## config.mk

```make
export PLATFORM = sky130hd
export DESIGN_NAME = mult_div_seq
export DESIGN_NICKNAME = d
export VERILOG_FILES = /design/src/rtl/md_pkg.sv /design/src/rtl/md_sign_fix.sv /design/src/rtl/mult_div_seq.sv
export SDC_FILE = /design/constraint.sdc
export NUM_CORES = 1
export LEC_CHECK = 0
export BUFFER_PORTS_ARGS = -buffer_cell sky130_fd_sc_hd__buf_4
export CELL_PAD_IN_SITES_DETAIL_PLACEMENT = 1
export CELL_PAD_IN_SITES_GLOBAL_PLACEMENT = 1
export CORE_MARGIN = 8
export CORE_UTILIZATION = 50
export CTS_BUF_LIST = sky130_fd_sc_hd__clkbuf_4
export DETAILED_ROUTE_END_ITERATION = 7
export MAX_ROUTING_LAYER = met4
export PLACE_DENSITY_LB_ADDON = 0.1
export SETUP_SLACK_MARGIN = 0.1
export SLEW_MARGIN = 20
export SYNTH_ARGS = -nofsm -noshare
export SYNTH_HDL_FRONTEND = slang
export SYNTH_SLANG_ARGS = --single-unit
```

## constraint.sdc

```tcl
create_clock -name clk -period 12.4 [get_ports clk]
set_input_delay 1.86 -clock clk [delete_from_list [all_inputs] [get_ports clk]]
set_output_delay 1.86 -clock clk [all_outputs]
set_load 0.02 [all_outputs]
```

## src/rtl/md_pkg.sv

```systemverilog
// Shared definitions for the iterative multiply/divide unit: op encodings,
// FSM state type and counter width.
package md_pkg;

  localparam int MD_WIDTH = 32;
  localparam int CNT_W    = $clog2(MD_WIDTH);

  typedef enum logic [1:0] {
    MD_NONE = 2'b00,
    MD_MULT = 2'b01,
    MD_DIV  = 2'b10
  } md_op_e;

  typedef enum logic [1:0] {
    S_IDLE,
    S_RUN,
    S_FIX,
    S_DONE
  } md_state_e;

endpackage

```

## src/rtl/md_sign_fix.sv

```systemverilog
// Applies operand signs to the unsigned quotient/remainder of a magnitude division.
module md_sign_fix #(
  parameter int WIDTH = 32
) (
  input  logic [WIDTH-1:0] q_raw_i,
  input  logic [WIDTH-1:0] r_raw_i,
  input  logic             a_neg_i,
  input  logic             b_neg_i,
  output logic [WIDTH-1:0] q_o,
  output logic [WIDTH-1:0] r_o
);

  always_comb begin
    q_o = (a_neg_i ^ b_neg_i) ? -q_raw_i : q_raw_i;
    r_o = a_neg_i ? -r_raw_i : r_raw_i;
  end

endmodule

```

## src/rtl/mult_div_seq.sv

```systemverilog
// Iterative signed multiply (radix-2 Booth) / divide (restoring) unit with
// start/busy/done handshake. Optional zero-operand shortcut: MD_EARLY_ZERO_EN.
module mult_div_seq
  import md_pkg::*;
#(
  parameter int WIDTH = MD_WIDTH
) (
  input  logic             clk,
  input  logic             reset,
  input  logic             start,
  input  logic [1:0]       op,
  input  logic [WIDTH-1:0] a_in,
  input  logic [WIDTH-1:0] b_in,
  output logic             busy,
  output logic             done,
  output logic             div_zero,
  output logic [WIDTH-1:0] hi_out,
  output logic [WIDTH-1:0] lo_out
);

  localparam int W = WIDTH;

  md_state_e        state_q;
  md_op_e           op_q;
  logic [CNT_W-1:0] cnt_q;
  logic [2*W:0]     acc_q;
  logic [W-1:0]     opb_q;
  logic             a_neg_q, b_neg_q;
  logic             busy_q, done_q, div_zero_q;
  logic [W-1:0]     hi_q, lo_q;

  logic             accept, early_zero;
  logic [W-1:0]     a_mag, b_mag;
  logic [W-1:0]     booth_hi;
  logic [W:0]       booth_sum, div_sh, div_diff;
  logic [2*W:0]     booth_nxt, div_nxt;
  logic [W-1:0]     q_fix, r_fix;

  // Booth view of acc_q: {hi[W], lo[W], q-1}; divide view: {rem[W+1], quotient[W]}.
  always_comb begin
    accept = (state_q == S_IDLE || state_q == S_DONE) && start &&
             (op == MD_MULT || op == MD_DIV);
`ifdef MD_EARLY_ZERO_EN
    early_zero = (op == MD_MULT && (a_in == '0 || b_in == '0)) ||
                 (op == MD_DIV && a_in == '0 && b_in != '0);
`else
    early_zero = 1'b0;
`endif
    a_mag    = a_in[W-1] ? -a_in : a_in;
    b_mag    = b_in[W-1] ? -b_in : b_in;
    booth_hi = acc_q[2*W:W+1];
    case (acc_q[1:0])
      2'b01:   booth_sum = {booth_hi[W-1], booth_hi} + {opb_q[W-1], opb_q};
      2'b10:   booth_sum = {booth_hi[W-1], booth_hi} - {opb_q[W-1], opb_q};
      default: booth_sum = {booth_hi[W-1], booth_hi};
    endcase
    booth_nxt = {booth_sum, acc_q[W:1]};
    div_sh    = {acc_q[2*W-1:W], acc_q[W-1]};
    div_diff  = div_sh - {1'b0, opb_q};
    div_nxt   = div_diff[W] ? {div_sh, acc_q[W-2:0], 1'b0}
                            : {div_diff, acc_q[W-2:0], 1'b1};
  end

  md_sign_fix #(.WIDTH(W)) u_sign_fix (
    .q_raw_i (acc_q[W-1:0]),
    .r_raw_i (acc_q[2*W-1:W]),
    .a_neg_i (a_neg_q),
    .b_neg_i (b_neg_q),
    .q_o     (q_fix),
    .r_o     (r_fix)
  );

  always_ff @(posedge clk) begin
    if (!reset) begin
      state_q    <= S_IDLE;
      op_q       <= MD_NONE;
      cnt_q      <= '0;
      acc_q      <= '0;
      opb_q      <= '0;
      a_neg_q    <= 1'b0;
      b_neg_q    <= 1'b0;
      busy_q     <= 1'b0;
      done_q     <= 1'b0;
      div_zero_q <= 1'b0;
      hi_q       <= '0;
      lo_q       <= '0;
    end else begin
      done_q     <= 1'b0;
      div_zero_q <= 1'b0;
      case (state_q)
        S_IDLE, S_DONE: begin
          if (!accept) begin
            state_q <= S_IDLE;
            busy_q  <= 1'b0;
          end else if (op == MD_DIV && b_in == '0) begin
            op_q       <= MD_DIV;
            state_q    <= S_DONE;
            busy_q     <= 1'b0;
            done_q     <= 1'b1;
            div_zero_q <= 1'b1;
          end else if (early_zero) begin
            op_q    <= md_op_e'(op);
            state_q <= S_DONE;
            busy_q  <= 1'b0;
            done_q  <= 1'b1;
            hi_q    <= '0;
            lo_q    <= '0;
          end else begin
            op_q    <= md_op_e'(op);
            state_q <= S_RUN;
            busy_q  <= 1'b1;
            cnt_q   <= CNT_W'(W - 1);
            a_neg_q <= a_in[W-1];
            b_neg_q <= b_in[W-1];
            if (op == MD_MULT) begin
              opb_q <= a_in;
              acc_q <= {{W{1'b0}}, b_in, 1'b0};
            end else begin
              opb_q <= b_mag;
              acc_q <= {{(W+1){1'b0}}, a_mag};
            end
          end
        end
        S_RUN: begin
          acc_q <= (op_q == MD_MULT) ? booth_nxt : div_nxt;
          if (cnt_q == '0) state_q <= S_FIX;
          else             cnt_q   <= cnt_q - 1'b1;
        end
        S_FIX: begin
          if (op_q == MD_MULT) begin
            hi_q <= acc_q[2*W:W+1];
            lo_q <= acc_q[W:1];
          end else begin
            hi_q <= r_fix;
            lo_q <= q_fix;
          end
          state_q <= S_DONE;
          busy_q  <= 1'b0;
          done_q  <= 1'b1;
        end
        default: begin
          state_q <= S_IDLE;
          busy_q  <= 1'b0;
        end
      endcase
    end
  end

  assign busy     = busy_q;
  assign done     = done_q;
  assign div_zero = div_zero_q;
  assign hi_out   = hi_q;
  assign lo_out   = lo_q;

endmodule

```

==> results.md <==
- Overall Power: approximately 3.1 mW
- Period utilization: 0.4900
- CTS Buffer Depth: 2
- Post-DRT Antenna Nets: 0
- IO Pins: approximately 140
- CP Class: reg -> reg
- RePlAce Congestion: 0.9566
- Worst Hold Slack: about 0.5 ns
- Sequential share of power: 0.248
- CP bufs+invs: 3
- Total wire length: around 58,000 um
- Final setup fails: 0
- Ratio of cells with drive above 1 in the final layout: 0.1023
- Post-synthesis async set-or-reset flop share: 0
- Clock skew: about 0.031 ns
- Initial antenna violation count: 1
- H-tree depth: 4
- Pleak: 6.854 nW
- Dpl cells: ~2,600
- Worst Tran Pin Value: around 1.1 ns
- TNS Setup: 0 ns
- Worst-Skew Late Latency: approximately 0.68 ns
- Post-synth EDFFs: 0
- Crit path max-delay cell type: ha_1
- Port Buf Inserts: 135
- CTS sink count: approximately 180
- Initial Utilization: 0.5060
- Synth Register Bits: around 180
- Syn Nets: between 2,000 and 2,500
- Worst Setup End Kind: register
- Hpwl dp: between 40,000 and 50,000 um
- Total number of vias: 16,350
- RSZ-0062 raised after global routing: no
- Setup bufs post-CTS: 0
- Max transition margin: 0.2588
- Internal Power: 1.512 mW
- CTS Hold Bufs: 0
- YS warnings: 0
- 1st-pass router iterations: 7
- Num rows: 65
- Area contributors post-synth: dfxtp_1 22%, nand2_1 7.5%, ha_1 6.1%
- Synth cell types: 77
- Number of global-route vias before repair: approximately 17,000
- DRT iter0 DRCs: approximately 1,000
- GRT Resource Usage Total: 0.3097
- Die Wd: between 150 and 200 um
- Sequential fraction of the synthesis area: 0.2205
- Avg Cell Area, Syn: ~7.2 sq um
- Pins Over Slew Limit: 0
- # nets final: 2,354
- Critical path peak fanout: 35
- Synth Flop Type: dfxtp_1
- First-pass GRT wire length: between 90,000 and 100,000 um
- Status: complete, no violations
- Clk pin slew, worst setup/hold paths: approximately 0.18 ns
- Cells after synthesis: around 2,200
- Peak VDD IR: 98.98 uV
- GRT overflow: 0
- Most common cell after layout, fill and taps aside: nand2_1
- CP Cell Sequence: inv_1 -> ha_1 -> inv_1 -> fa_1 -> a21o_1 -> a21oi_1 -> o211ai_1 -> a41oi_1 -> o21ai_0 -> a221o_1 -> a21oi_1 -> o21ai_0 -> nand3_1 -> nand2_1 -> ha_1 -> buf_4 -> o22ai_1 -> nand2_1 -> o311ai_0 -> a21oi_1 -> o21ai_0 -> a41oi_1 -> o21a_1
- Final Hold Vio Count: 0
- Comb pwr share: 0.631
- Clock network fraction of total power: 0.121
- Cell Area, Synth: between 15,000 and 20,000 sq um
- CTS tree: done
- Switching share of power: 0.5136
- Top-area cell type share of the netlist area: 0.2205
- CTS Buf Count: 17
- Worst Path Required: between 10 and 15 ns
- Critical Path Max Stage Delay: 0.76 ns
- Min Tclk post-route: approximately 6 ns
- Layout area overhead: 8.546%
- Largest net degree at the start of global routing: between 100 and 150
- Hold Path Class: reg -> reg
- Die Span Y: just under 200 um
- DRC violations left: 0
- CTS resizes: 0
- Setup crit start kind: register
- Routed wire per std cell: around 22 um
- Pwr/cell area: between 150 and 200 nW/um^2
- Synth area leader: dfxtp_1
- Final Instance Count excl. Fillers: between 2,000 and 3,000
- Die area: between 30,000 and 40,000 sq um
- Highest Clock Rate: around 160 MHz
- Clk root buf: clkbuf_4
- CP arrival: 6.70 ns
- Crit path max-delay family: compound AO/OA/AOI/OAI gates
- Psw: 1.597 mW
- Floorplan core area: around 31,000 sq um
- Number of max-cap violations: 0
- Most frequent cells in the layout: 317 x nand2_1, 193 x a21oi_1, 175 x dfxtp_1, 161 x o21ai_0, 157 x buf_4
- Vias/cell: between 6 and 7
synthesized netlist by cell type, types with 33 or more instances:
| cell | count |
|---|---|
| nand2_1 | 317 |
| a21oi_1 | 193 |
| dfxtp_1 | 175 |
| o21ai_0 | 161 |
| clkbuf_1 | 136 |
| nor2_1 | 124 |
| xor2_1 | 99 |
| xnor2_1 | 93 |
| nor2b_1 | 88 |
| ha_1 | 78 |
| inv_1 | 74 |
| mux2i_1 | 74 |
| o211ai_1 | 52 |
| nand3_1 | 49 |
| o31ai_1 | 38 |
| a21boi_0 | 33 |
| nor3_1 | 33 |
per-layer routing:
metal | vias to the layer above | GRT usage | part of all wire
met2 | 408 | 0.5330 | 0.49
met5 | - | - | 0
li1 | 7795 | - | -
met4 | 0 | 0.1479 | 0.047
met3 | 131 | 0.03350 | 0.034
met1 | 8019 | 0.3573 | 0.43
kinds of logic after synthesis:
| logic type | after synthesis | synth area share |
|---|---|---|
| simple gates | 728 | 0.2158 |
| compound gates | 698 | 0.2805 |
| buf+inv | 245 | 0.06104 |
| xor+xnor | 192 | 0.1059 |
| flops | 175 | 0.2205 |
| mux | 82 | 0.05230 |
| fa+ha+maj | 80 | 0.06396 |
through the flow:
stage          cell area (sq um)  setup slack (ns)  utilization
6_report                   17240             6.324       0.5493
5_1_grt                    17240             5.846       0.5493
4_1_cts                    17240             6.365       0.5492
3_5_place_dp               16910             6.278       0.5388
3_3_place_gp               16910             6.403       0.5388
2_1_floorplan              15890             7.757            -
final cells by class:
| type | instances | area, sq um |
|---|---|---|
| diodes | 1 | 2.502 |
| clock inverters | 14 | 191.4 |
| clock buffers | 18 | 135.1 |
| multi-input cells | 1780 | 11450 |
| inverters | 74 | 277.8 |
| fillers | 4068 | 14150 |
| flip-flops and latches | 175 | 3503 |
| well taps | 402 | 503.0 |
| repair buffers | 157 | 1179 |
state kept, by name, summed over array words and instances (netlist names), 2 cells and up:
signal	cells
opb_q	32
hi_out	32
op_q	2
state_q	2
acc_q	65
lo_out	32
cnt_q	5
power by group through the flow:
stage	Sequential (mW)	Clock [mW]	Combinational, mW
after CTS	0.766	0.382	1.95
after detailed placement	0.779	0	1.93
after global placement	0.773	0	1.87
final	0.770	0.377	1.96
after global routing	0.780	0.403	2.15
after floorplan	0.744	0	1.43
worst register-to-register path, delay by kind of cell (launching register included):
kind / cells / cell delay (ns)
flip-flops: 1 / 0.37
adder cells (fa/ha/maj): 3 / 1.34
buffers and inverters: 3 / 0.66
AO/OA/AOI/OAI: 14 / 3.36
AND/OR/NAND/NOR: 3 / 0.28
worst paths after layout:
| path | start | endpoint | slack (ns) | cells past startpoint |
|---|---|---|---|---|
| min | opb_q[1]$_SDFFE_PN0P_ | opb_q[1]$_SDFFE_PN0P_ | 0.51 | 2 |
| max reg2reg | acc_q[31]$_SDFFE_PN0P_ | acc_q[59]$_SDFFE_PN0P_ | 6.32 | 23 |
| max | acc_q[31]$_SDFFE_PN0P_ | acc_q[59]$_SDFFE_PN0P_ | 6.32 | 23 |
| min reg2reg | opb_q[1]$_SDFFE_PN0P_ | opb_q[1]$_SDFFE_PN0P_ | 0.51 | 2 |
(Power assumes the default switching activity.)
